### config.mk
export PLATFORM = sky130hd
export DESIGN_NAME = iq_entry_allocator
export DESIGN_NICKNAME = d
export VERILOG_FILES = /design/src/rtl/iq_entry_allocator_pkg.sv /design/src/rtl/iq_entry_allocator_picker.sv /design/src/rtl/iq_entry_allocator.sv
export SDC_FILE = /design/constraint.sdc
export NUM_CORES = 1
export LEC_CHECK = 0
export CORE_MARGIN = 1.5
export CORE_UTILIZATION = 37
export CTS_CLUSTER_SIZE = 28
export DETAILED_ROUTE_END_ITERATION = 6
export GPL_ROUTABILITY_DRIVEN = 0
export PLACE_DENSITY_LB_ADDON = 0.05
export SYNTH_ARGS = -nofsm -noshare
export SYNTH_HDL_FRONTEND = slang
export SYNTH_HIERARCHICAL = 1
export SYNTH_SLANG_ARGS = --single-unit
### constraint.sdc
create_clock -name clk -period 2.8 [get_ports clk]
set_input_delay 0.7 -clock clk [delete_from_list [all_inputs] [get_ports clk]]
set_output_delay 0.7 -clock clk [all_outputs]
set_load 0.1 [all_outputs]
### src/rtl/iq_entry_allocator_pkg.sv
// ============================================================================
// iq_entry_allocator_pkg : shared sizing defaults and free-count width helper
// Rev 1.0
// ============================================================================
`default_nettype none

package iq_entry_allocator_pkg;

  localparam int IQ_ENTRY_COUNT_DEF = 4;
  localparam int IQ_ENQ_WIDTH_DEF   = 2;
  localparam int IQ_DEQ_WIDTH_DEF   = 2;

  // Bits needed to hold the values 0..n inclusive.
  function automatic int free_cnt_width(input int n);
    return $clog2(n + 1);
  endfunction

endpackage

`default_nettype wire

### src/rtl/iq_entry_allocator_picker.sv
// ============================================================================
// prio_onehot_picker : one-hot of the (rank+1)-th lowest set bit of vec
// Rev 1.0
// ============================================================================
`default_nettype none

module prio_onehot_picker #(
  parameter int Width = 4,
  parameter int RankW = 1
) (
  input  logic [Width-1:0] vec,
  input  logic [RankW-1:0] rank,
  output logic [Width-1:0] onehot
);

  always_comb begin
    int unsigned seen;
    seen   = 0;
    onehot = '0;
    for (int i = 0; i < Width; i++) begin
      if (vec[i] && (seen == 32'(rank))) onehot[i] = 1'b1;
      seen = seen + 32'(vec[i]);
    end
  end

endmodule

`default_nettype wire

### src/rtl/iq_entry_allocator.sv
// ============================================================================
// iq_entry_allocator : multi-lane issue-queue entry allocation and release
// Rev 1.0
// ============================================================================
`default_nettype none

module iq_entry_allocator
  import iq_entry_allocator_pkg::*;
#(
  parameter int EntryCount = IQ_ENTRY_COUNT_DEF,
  parameter int EnqWidth   = IQ_ENQ_WIDTH_DEF,
  parameter int DeqWidth   = IQ_DEQ_WIDTH_DEF
) (
  input  logic                                           clk,
  input  logic                                           rstn,
  input  logic [EnqWidth-1:0]                            alloc_req_i,
  output logic [EnqWidth-1:0]                            alloc_fire_o,
  output logic [EnqWidth-1:0][EntryCount-1:0]            alloc_mask_o,
  input  logic [DeqWidth-1:0]                            free_vld_i,
  input  logic [DeqWidth-1:0][EntryCount-1:0]            free_mask_i,
  input  logic                                           flush_i,
  output logic                                           deq_fire_o,
  output logic [EntryCount-1:0]                          deq_mask_o,
  output logic [EntryCount-1:0]                          entry_vld_o,
  output logic [free_cnt_width(EntryCount)-1:0]          free_cnt_o,
  output logic                                           full_o,
  output logic                                           empty_o
);

  localparam int CntW  = free_cnt_width(EntryCount);
  localparam int RankW = free_cnt_width(EnqWidth);

  logic [EntryCount-1:0] entry_vld_q;
  logic [EntryCount-1:0] entry_vld_d;
  logic [CntW-1:0]       free_cnt_q;
  logic [CntW-1:0]       free_cnt_d;
  logic [EntryCount-1:0] free_set;
  logic [EntryCount-1:0] alloc_or;
  logic [EntryCount-1:0] free_or;
  logic [RankW-1:0]      lane_rank [EnqWidth];
  logic [EntryCount-1:0] lane_pick [EnqWidth];
  logic                  free_overlap;

  // Only entries free at the start of the cycle are grantable.
  assign free_set = ~entry_vld_q;

  always_comb begin
    int unsigned below;
    below = 0;
    for (int j = 0; j < EnqWidth; j++) begin
      lane_rank[j] = RankW'(below);
      below        = below + 32'(alloc_req_i[j]);
    end
  end

  for (genvar j = 0; j < EnqWidth; j++) begin : g_lane
    prio_onehot_picker #(
      .Width (EntryCount),
      .RankW (RankW)
    ) u_picker (
      .vec    (free_set),
      .rank   (lane_rank[j]),
      .onehot (lane_pick[j])
    );

    assign alloc_fire_o[j] = alloc_req_i[j] & ~flush_i &
                             (32'(free_cnt_q) > 32'(lane_rank[j]));
    assign alloc_mask_o[j] = alloc_fire_o[j] ? lane_pick[j] : '0;
  end

  always_comb begin
    alloc_or = '0;
    for (int j = 0; j < EnqWidth; j++) alloc_or = alloc_or | alloc_mask_o[j];
  end

  always_comb begin
    free_or = '0;
    for (int p = 0; p < DeqWidth; p++) begin
      if (free_vld_i[p]) free_or = free_or | free_mask_i[p];
    end
  end

  assign deq_fire_o = (|free_vld_i) & ~flush_i;
  assign deq_mask_o = deq_fire_o ? free_or : '0;

  assign entry_vld_d = flush_i ? '0 : ((entry_vld_q | alloc_or) & ~deq_mask_o);

  always_comb begin
    int unsigned n;
    n = 0;
    for (int i = 0; i < EntryCount; i++) n = n + 32'(~entry_vld_d[i]);
    free_cnt_d = CntW'(n);
  end

  always_ff @(posedge clk or negedge rstn) begin
    if (!rstn) begin
      entry_vld_q <= '0;
      free_cnt_q  <= CntW'(EntryCount);
    end else begin
      entry_vld_q <= entry_vld_d;
      free_cnt_q  <= free_cnt_d;
    end
  end

  assign entry_vld_o = entry_vld_q;
  assign free_cnt_o  = free_cnt_q;
  assign full_o      = (free_cnt_q == '0);
  assign empty_o     = (free_cnt_q == CntW'(EntryCount));

  always_comb begin
    free_overlap = 1'b0;
    for (int p = 0; p < DeqWidth; p++) begin
      for (int q = p + 1; q < DeqWidth; q++) begin
        if (free_vld_i[p] && free_vld_i[q] && (|(free_mask_i[p] & free_mask_i[q])))
          free_overlap = 1'b1;
      end
    end
  end

  // Releasing an unallocated entry or double-freeing one is caller error.
  a_free_valid_entry : assert property (@(posedge clk) disable iff (!rstn)
    !flush_i |-> ((deq_mask_o & ~entry_vld_q) == '0));
  a_free_no_overlap : assert property (@(posedge clk) disable iff (!rstn)
    !flush_i |-> !free_overlap);

endmodule

`default_nettype wire

==> flow_results.org, run 1 <==
** Run status
- The run finished, with violations left.
- The checks that failed: setup timing.

** Placement
- Including well taps, the total number of placed cells is 193.
- Detailed placement ended at an HPWL of 2.67 mm.
- Input and output buffers added on the ports amount to 38.

** Die
- During I/O placement, the number of pins put on the boundary was 39.
- Initial core utilization :: 0.392
- The die is 51.2 um tall.
- The core region is 2190 um2.
- Placement row count :: 17
- The die is 51.2 um wide.
- The floorplan step defined a die boundary enclosing 2620 um2.

** GRT
- Met2 usage in global routing :: 0.662
- After global routing the overflow that remains totals 0.
- The via count of the first global-routing pass came to 1165.
- GR met3 Demand/Resource :: 0.0556
- Total global-route track usage :: 0.328
- In the global route stage, met1 resource usage came out at 0.334.
- Global-route wire length before repair :: 6.00 mm
- Pin count of the biggest net entering global routing :: 11
- The number of antenna violations at the first check in global routing is 0.
- Most Used Layer, Global Route :: met2

** Timing
- Between clock sinks in the finished design, the worst skew comes to 0.0101 ns.
- Derived from the worst setup path, the maximum achievable clock frequency is 303 MHz.
- Final hold viol count :: 0
- Post-layout min period :: 3.30 ns
- Min setup slack post-route :: -0.501 ns
- In this run the tightest slew margin relative to its limit is 0.633.
- For the pin with the worst max-slew slack, the measured transition is 0.548 ns.
- Dividing the final minimum period by the clock period gives 1.18.
- Setup repair after global routing could not meet its margin everywhere.
- Max-slew violations :: 0
- Total of endpoints with negative setup slack in the final report :: 10

** Hold path
- The worst hold path terminates at entry_vld_o[3].
- Along the worst hold path, the cell count comes to 1.
- The worst hold path begins at entry_vld_o[3].
- Class of the tightest hold or removal check :: reg2reg

** Logic synthesis
- The most used flip-flop cell after synthesis is dfrtp_1.
- Flip-flop and latch count after synthesis :: 7
- Of the total synthesized cell area, the portion taken by XOR and XNOR cells is 0.102.
- The Yosys step of the flow raised 6 warnings.
- Synth Area in Adders :: 0.201
- Unique masters post-synth :: 26
- Post-synth EDFFs :: 0
- After synthesis, the largest family of logic cells by area is simple AND/OR/NAND/NOR gates.
- Main area contributors after synthesis :: dfrtp_1, ha_1, fa_1
- The share of the synthesized area in compound gates (AO/OA/AOI/OAI) is 0.175.
- Syn avg cell area :: 9.64 um2
- The share of synthesized area in the top cell type comes to 0.175.
- Commonest cells post-synth :: ha_1, inv_1
- Of the total synthesized cell area, the portion taken by AND, OR, NAND and NOR gates is 0.268.
- Area of the mapped netlist :: 858 um2
- Fraction of the yosys area taken by sequential cells :: 0.206
- Largest area contributor in the netlist :: dfrtp_1
- Synthesized netlist cell count :: 89
- The portion of synthesized area spent on multiplexers is 0.
- After synthesis, the share of flip-flops with an asynchronous set or reset is 1.00.

** Power and ir drop
- In this run the static leakage power is 0.843 nW.
- Peak supply drop :: 0.525 mV
- Power Density :: 403 nW/um2

** Cells and area
- Area of the multi-input gates :: 913 um2
- For this run, the post-layout net count is 207.
- Across the whole layout, storage elements account for 191 um2.
- Count of inserted antenna diode cells :: 0
- After the flow finishes, the layout carries non-filler instances totaling 207.
- End-of-flow core utilization :: 0.938
- Layout area overhead :: 139%
- In the final layout, the share of cells above drive strength 1 is 0.620.
- Number of fill cells :: 61

** Run
- The tool flagged a number of max-cap violations equal to 0.

** Setup path
- Worst path max stage delay :: 0.49 ns
- Sort of element at the start of the critical path :: register
- Critical path peak fanout :: 3
- Slowest stage cell on the critical path :: dfrtp_4
- The critical path is of the reg2out type.
- STA classifies the critical path endpoint as a primary output.
- Data arrives at the worst endpoint at 2.60 ns.
- List of cells traversed by the critical path :: inv_2 > buf_4 > fa_1 > xor2_1 > nor4b_2 > inv_1 > a211oi_4 > buf_6 > buf_12
- Depth of the most critical reg-to-reg path :: 12
- The worst register-to-register path has a setup slack of -0.47 ns.
- At the worst endpoint, the required time is 2.10 ns.
- In this run the critical register-to-register path is launched from entry_vld_o[1].
- The worst register-to-register path ends at free_cnt_o[1].

** CTS
- TritonCTS built the clock tree.
- The tree is rooted in a clkbuf_4.
- At the later pin of the worst-skew pair, clock insertion delay measures 0.26 ns.
- Inserted Clock Buffers :: 3
- H-Tree Depth :: 1
- Clock-pin slew of the registers on the worst-case setup and hold paths :: 0.06 ns
- The longest clock path from root to sink contains 2 buffers.
- Clock tree synthesis found a total of 7 sinks.

** Routing
- The first TritonRoute pass finished after 4 iterations.
- Remaining design rule violation count :: 0
- After the first detailed-routing iteration, the DRC count stood at 24.
- Summed over all layers, the routed wires come to 4.43 mm.
- For this block, the via count after detailed routing is 1108.
- Once detail routing completed, the nets flagged for antenna violations numbered 0.
- Dividing the detail-routed wire length by the instance count gives 21.4 um.
- Per-cell via count in the routed design :: 5.35
==> what timing repair did <==
item,4_1_cts,5_1_grt
pin swaps,9,7
hold buffers,0,0
endpoints found under the setup margin,10,10
gates resized for setup,18,10
buffers inserted,7,3
==> cell families (layout without fill, tap and decap cells) <==
kind of cell | after synthesis | in the layout
simple gates | 32 | 32
compound gates | 17 | 17
fa+ha+maj | 12 | 12
xor+xnor | 10 | 10
buf+inv | 10 | 89
flops | 7 | 7
other cells | 1 | 12
==> report_power, final <==
part / switching, W / total, W / internal, W / leakage [nW]
Sequential: 0.0000206 / 0.000136 / 0.000115 / 0.0851
Combinational: 0.000380 / 0.000595 / 0.000215 / 0.743
Clock: 0.0000433 / 0.0000982 / 0.0000548 / 0.0150
==> cells in the final DEF, fill, tap and decap left out, drive strengths merged, types with 5 or more instances in the layout <==
cell / instances
conb: 12
ha: 9
dfrtp: 6
buf: 62
nor2: 7
inv: 8
clkdlybuf4s50: 13
clkbuf: 5
nor3: 5
nor3b: 6
xor2: 6
==> worst max-delay path by stage <==
stage,depth (start not counted),startpoint,to
after detailed placement,10,alloc_req_i[0],free_cnt_o[1]
after CTS,8,entry_vld_o[0],alloc_mask_o[3]
after global routing,9,entry_vld_o[1],alloc_mask_o[7]
final,9,entry_vld_o[1],alloc_mask_o[7]
after floorplan,10,entry_vld_o[0],free_cnt_o[1]
after global placement,8,alloc_req_i[0],free_cnt_o[1]
==> metal layers <==
metal / vias up / share of wire
li1: 477 / -
met1: 533 / 0.35
met2: 74 / 0.54
met3: 24 / 0.061
met4: 0 / 0.050
met5: - / 0
==> worst max-delay path, delay by kind of cell, from the launching register on <==
kind,cells,cell delay (ns)
adder cells (fa/ha/maj),1,0.43
XOR/XNOR,1,0.19
AND/OR/NAND/NOR,1,0.31
buffers and inverters,5,0.69
flip-flops,1,0.49
AO/OA/AOI/OAI,1,0.22
==> state kept, by name (all words and copies together), names as in the netlist <==
signal	cells
free_cnt_o	3
entry_vld_o	4
==> metrics by stage <==
| stage | total power, W | setup TNS, ns | hold slack, ns | worst slack [ns] | cell area [um2] |
|---|---|---|---|---|---|
| finish | 0.000829 | -2.46 | 0.683 | -0.501 | 2050 |
| global placement | 0.000652 | -1.76 | 0.597 | -0.296 | 1820 |
| detailed placement | 0.000665 | -1.96 | 0.606 | -0.333 | 1820 |
| global route | 0.000852 | -3.06 | 0.696 | -0.571 | 2050 |
| CTS | 0.000785 | -1.39 | 0.618 | -0.320 | 1990 |
| floorplan | 0.000484 | -7.26 | 0.404 | -1.16 | 1060 |
==> cell type report <==
type                            instances  share of cell area
Inverter                                9              0.0183
Clock buffer                            4              0.0128
Timing Repair Buffer                   76               0.414
Multi-Input combinational cell         83               0.445
Tap cell                               28              0.0171
Sequential cell                         7              0.0932
No activity file was read; power rests on OpenSTA's default activity.
==> run 2, diff against run 1 <==
- ABC_CLOCK_PERIOD_IN_PS: default -> 2800
==> results of run 2 <==
Final layout, timing and power as in run 1 (identical DEF).
==> run 3, diff against run 2 <==
- CORE_MARGIN: 1.5 -> 3
==> run 3 against run 2 <==
Compared with the run above: the flow now stops in clock tree synthesis; synthesized cell count unchanged; area after synthesis unchanged.
==> flow_results.org, run 3 <==
** CTS
- The H-tree depth came to 1 (unchanged).
- The total number of clock tree sinks is 7 (unchanged).
- The number of hold buffers added after CTS came to 0 (unchanged).
- The post-CTS setup-driven buffer insertion count is 4 (was 7).
- CTS Buffer Depth :: 2 (unchanged)
- The total CTS buffers came to 3 (unchanged).
- The clock root buffer master is clkbuf_4 (unchanged).
- Post-CTS Resized :: 24 (was 18)

** Logic synthesis
- Commonest cells post-synth: ha_1, inv_1 (unchanged).
- Syn avg cell area :: 9.64 um2 (unchanged)
- The post-synth design cell area is 858 um2 (unchanged).
- Share of the synthesized area in the top cell type :: 0.175 (unchanged)
- Most used DFF post-synth :: dfrtp_1 (unchanged)
- The number of synthesis warnings came to 6 (unchanged).
- Synthesized netlist cell count :: 89 (unchanged)
- The share of flip-flops with an asynchronous set or reset came to 1.00 (unchanged).
- Largest area contributor in the netlist :: dfrtp_1 (unchanged)
- Main area contributors after synthesis: dfrtp_1, ha_1, fa_1 (unchanged).
- The sequential-to-total area share from yosys stat was 0.206 (unchanged).
- Unique masters post-synth :: 26 (unchanged)
- The number of flops mapped to enable cells by yosys was 0 (unchanged).
- Flip-flop and latch count after synthesis :: 7 (unchanged)

** Die
- The placement row count is 16 (was 17).
- The number of placed I/O pins is 39 (unchanged).
- Initial core utilization :: 0.412 (was 0.392)
- The overall die width was 54.2 um (was 51.2 um).
- Die H :: 54.2 um (was 51.2 um)

** Placement
- The total instance count after detailed placement was 194 (was 193).
- The number of input and output port buffers inserted came to 38 (unchanged).
- The placed wire-length estimate after detailed placement was 2.81 mm (was 2.67 mm).

** Run status
- Result of the run :: stopped before the end (was finished, violations left)
- Stopped at :: clock tree synthesis
- The first error in the log reads "[ERROR DPL-0033] detailed placement checks failed during check placement".
-- run 3: cell counts after synthesis --
No cell type changed its count.
-- run 3: cell families after synthesis --
| group | share of synthesized area |
|---|---|
| AOI/OAI and AO/OA | 0.175 |
| xor gates and xnor gates | 0.102 |
| adders and majority gates | 0.201 |
| buffers and inverters | 0.0437 |
| DFF | 0.206 |
| other | 0.00437 |
| and+or+nand+nor | 0.268 |
-- run 3: stage by stage --
stage	setup WS, ns	setup TNS [ns]	hold WS (ns)	area (um2)	utilization
2_1_floorplan	-1.16	-7.26	0.404	1060	-
3_3_place_gp	-0.311	-1.83	0.581	1860	0.895
3_5_place_dp	-0.434	-2.44	0.608	1860	0.895
==> run 4, diff against run 3 <==
- ABC_CLOCK_PERIOD_IN_PS: 2800 -> 3600
- CORE_AREA: default -> 3 3 64 66
- CORE_MARGIN: 3 -> default
- CORE_UTILIZATION: 37 -> default
- CTS_CLUSTER_SIZE: 28 -> default
- DIE_AREA: default -> 0 0 67 69
- PLACE_DENSITY_LB_ADDON: 0.05 -> 0.15
- clock period: 2.8 -> 3.6 ns (I/O delays scaled with it)
==> run 4 against run 3 <==
Compared with the run above: the run now ends clean.
==> flow_results.org, run 4 (synthesis results as in run 1) <==
** Run status
- Result of the run :: completed (was stopped before the end)

** Placement
- Number of buffers inserted by port buffering :: 38 (unchanged)
- The placed wire-length estimate after detailed placement was 2.38 mm (was 2.81 mm).
- The worst slack at placement came to 0.0900 ns (was -0.434 ns).

** GRT
- Global-route wire length before repair :: 4.57 mm
- Via count of the first global-routing pass :: 934
- Most Used Layer, Global Route :: met2
- Initial antenna violation count :: 0
- For this run, global-route usage on met2 was measured as 0.221.
- Entering global routing, the biggest net connects 15 pins.
- For this run, global-route usage on met1 was measured as 0.171.
- Across every metal layer, demand over resource in global routing totals 0.130.
- Global routing finished with a remaining overflow of 0.
- For met3 alone, demand over resource in global routing was 0.0228.

** Cells and area
- Leaving out fill and tap cells, the most frequent cell in the layout is buf_4.
- The register with the most flip-flops in the layout has 4 of them.
- In the final layout, the share of cells above drive strength 1 is 0.443.
- After the last flow step, the layout net total stands at 177.
- Registers take 188 um2.
- Number of fill cells :: 362
- Count of inserted antenna diode cells :: 0
- Compared with the post-synthesis result, the final layout area differs by 100%.
- End-of-flow core utilization :: 0.472
- Commonest non-fill, non-tap cells in the layout :: buf_4, buf_12, clkdlybuf4s50_1
- Area of the multi-input gates :: 812 um2

** Timing
- Derived from the worst setup path, the maximum achievable clock frequency is 292 MHz.
- Setup repair after global routing left no endpoint under its margin.
- Across the routed clock network, the largest skew measured is 0.00346 ns.
- After routing, the total negative slack on setup checks comes to 0 ns.
- In the post-route analysis, the smallest setup slack over all paths is 0.173 ns.
- The worst pin sits at a relative slew slack of 0.596.
- Smallest hold slack :: 0.586 ns
- Setup violations remaining at the end of the flow were counted as 0.
- The final hold violation count is 0.
- Dividing the final minimum period by the clock period gives 0.952.
- Max-slew violations :: 0
- For the pin with the worst max-slew slack, the measured transition is 0.605 ns.
- Post-layout min period :: 3.43 ns

** Setup path
- Capturing element type of the critical path :: primary output
- Worst path max stage delay :: 0.55 ns
- Data arrives at the worst endpoint at 2.53 ns.
- At the worst endpoint, the required time is 2.70 ns.
- List of cells traversed by the critical path :: clkinvlp_4 > fa_1 > xor2_1 > nor4b_2 > inv_1 > a211oi_4 > buf_4 > buf_12
- Worst setup slack for register-to-register paths :: 0.41 ns
- Depth of the most critical reg-to-reg path :: 10
- In this run the worst path has a maximum fanout of 8.
- Worst reg2reg endpoint :: free_cnt_o[1]
- STA classifies the critical path startpoint as a register.
- The worst register-to-register path begins at entry_vld_o[0].
- WS Path Type :: reg2out
- Slowest stage cell on the critical path :: fa_1

** CTS
- The clock root buffer master is clkbuf_8 (was clkbuf_4).
- The H-tree depth was 1 (unchanged).
- Clock-pin slew of the registers on the worst-case setup and hold paths :: 0.04 ns
- CTS tree :: built
- CTS Buffer Depth :: 2 (unchanged)
- The later pin in the worst-skew pair is clocked with a latency of 0.23 ns.
- The total CTS buffers was 3 (unchanged).
- Clock sinks :: 7 (unchanged)

** Hold path
- Worst Hold Endpoint :: entry_vld_o[2]
- Hold wc startpoint :: entry_vld_o[2]
- Counting instances, the worst hold path has a depth of 1.
- Class of the tightest hold or removal check :: reg2reg

** Routing
- Via count :: 840
- Dividing the detail-routed via count by the number of cells gives 4.26.
- First-pass DRT Iterations :: 4
- Overall routed net length :: 2.75 mm
- After detailed routing, the average wire length per cell comes to 14.0 um.
- Remaining design rule violation count :: 0
- The count of nets left with antenna violations once routing finished came out at 0.
- Violation count after the first detailed-route iteration :: 23

** Power and ir drop
- Pleak :: 0.660 nW
- Power Density :: 342 nW/um2
- Peak supply drop :: 0.298 mV
- PnR Total Power :: 0.000587 W

** Die
- The effective utilization at floorplan was 0.236 (was 0.412).
- Die H :: 69 um (was 54.2 um)
- Placement row count :: 22 (was 16)
- Die area :: 4620 um2
- Die span in x :: 67 um (was 54.2 um)
- The number of placed I/O pins was 39 (unchanged).
- The core region is 3630 um2.

** Run
- Maxcap violations :: 0
==> run 4: layer usage <==
metal	vias up	routed length, um
met5	-	0
met1	401	1190
met3	2	98
met2	16	1450
li1	421	-
met4	0	8
==> run 4: through the flow <==
stage	std cells	cell area (um2)
2_1_floorplan	100	1040
3_3_place_gp	193	1670
3_5_place_dp	193	1670
4_1_cts	197	1710
5_1_grt	197	1720
6_report	197	1720
==> run 4: power by group <==
group	internal [W]	switching, W
clock network	0.0000766	0.0000340
registers	0.0000886	0.0000123
logic	0.000117	0.000259
total	0.000282	0.000305
==> run 4: worst max path at each step <==
stage | start | to | slack, ns | cells past startpoint
floorplan | entry_vld_o[0] | free_cnt_o[1] | -0.39 | 10
global placement | alloc_req_i[0] | alloc_mask_o[7] | 0.13 | 6
detailed placement | alloc_req_i[0] | alloc_mask_o[7] | 0.09 | 8
CTS | alloc_req_i[0] | alloc_mask_o[7] | 0.07 | 8
global route | entry_vld_o[0] | alloc_mask_o[7] | 0.03 | 8
finish | entry_vld_o[0] | alloc_mask_o[7] | 0.17 | 8
==> run 4: critical path, delay by kind of cell (launching register included) <==
kind	cells	cell delay, ns
DFF	1	0.43
buffers and inverters	4	0.69
xor gates and xnor gates	1	0.17
adders and majority gates	1	0.55
AOI/OAI and AO/OA	1	0.24
and+or+nand+nor	1	0.22
==> run 4: cell type report <==
| type | instances | area share |
|---|---|---|
| Multi-Input combinational cell | 83 | 0.473 |
| Tap cell | 48 | 0.0350 |
| Timing Repair Buffer | 46 | 0.332 |
| Sequential cell | 7 | 0.109 |
| Inverter | 9 | 0.0241 |
| Clock buffer | 4 | 0.0262 |
==> run 4: what timing repair did <==
| item | 4_1_cts | 5_1_grt |
|---|---|---|
| gates resized for setup | 0 | 2 |
| hold buffers | 0 | 0 |
| endpoints found under the setup margin | 0 | 2 |
| buffers inserted | 0 | 0 |
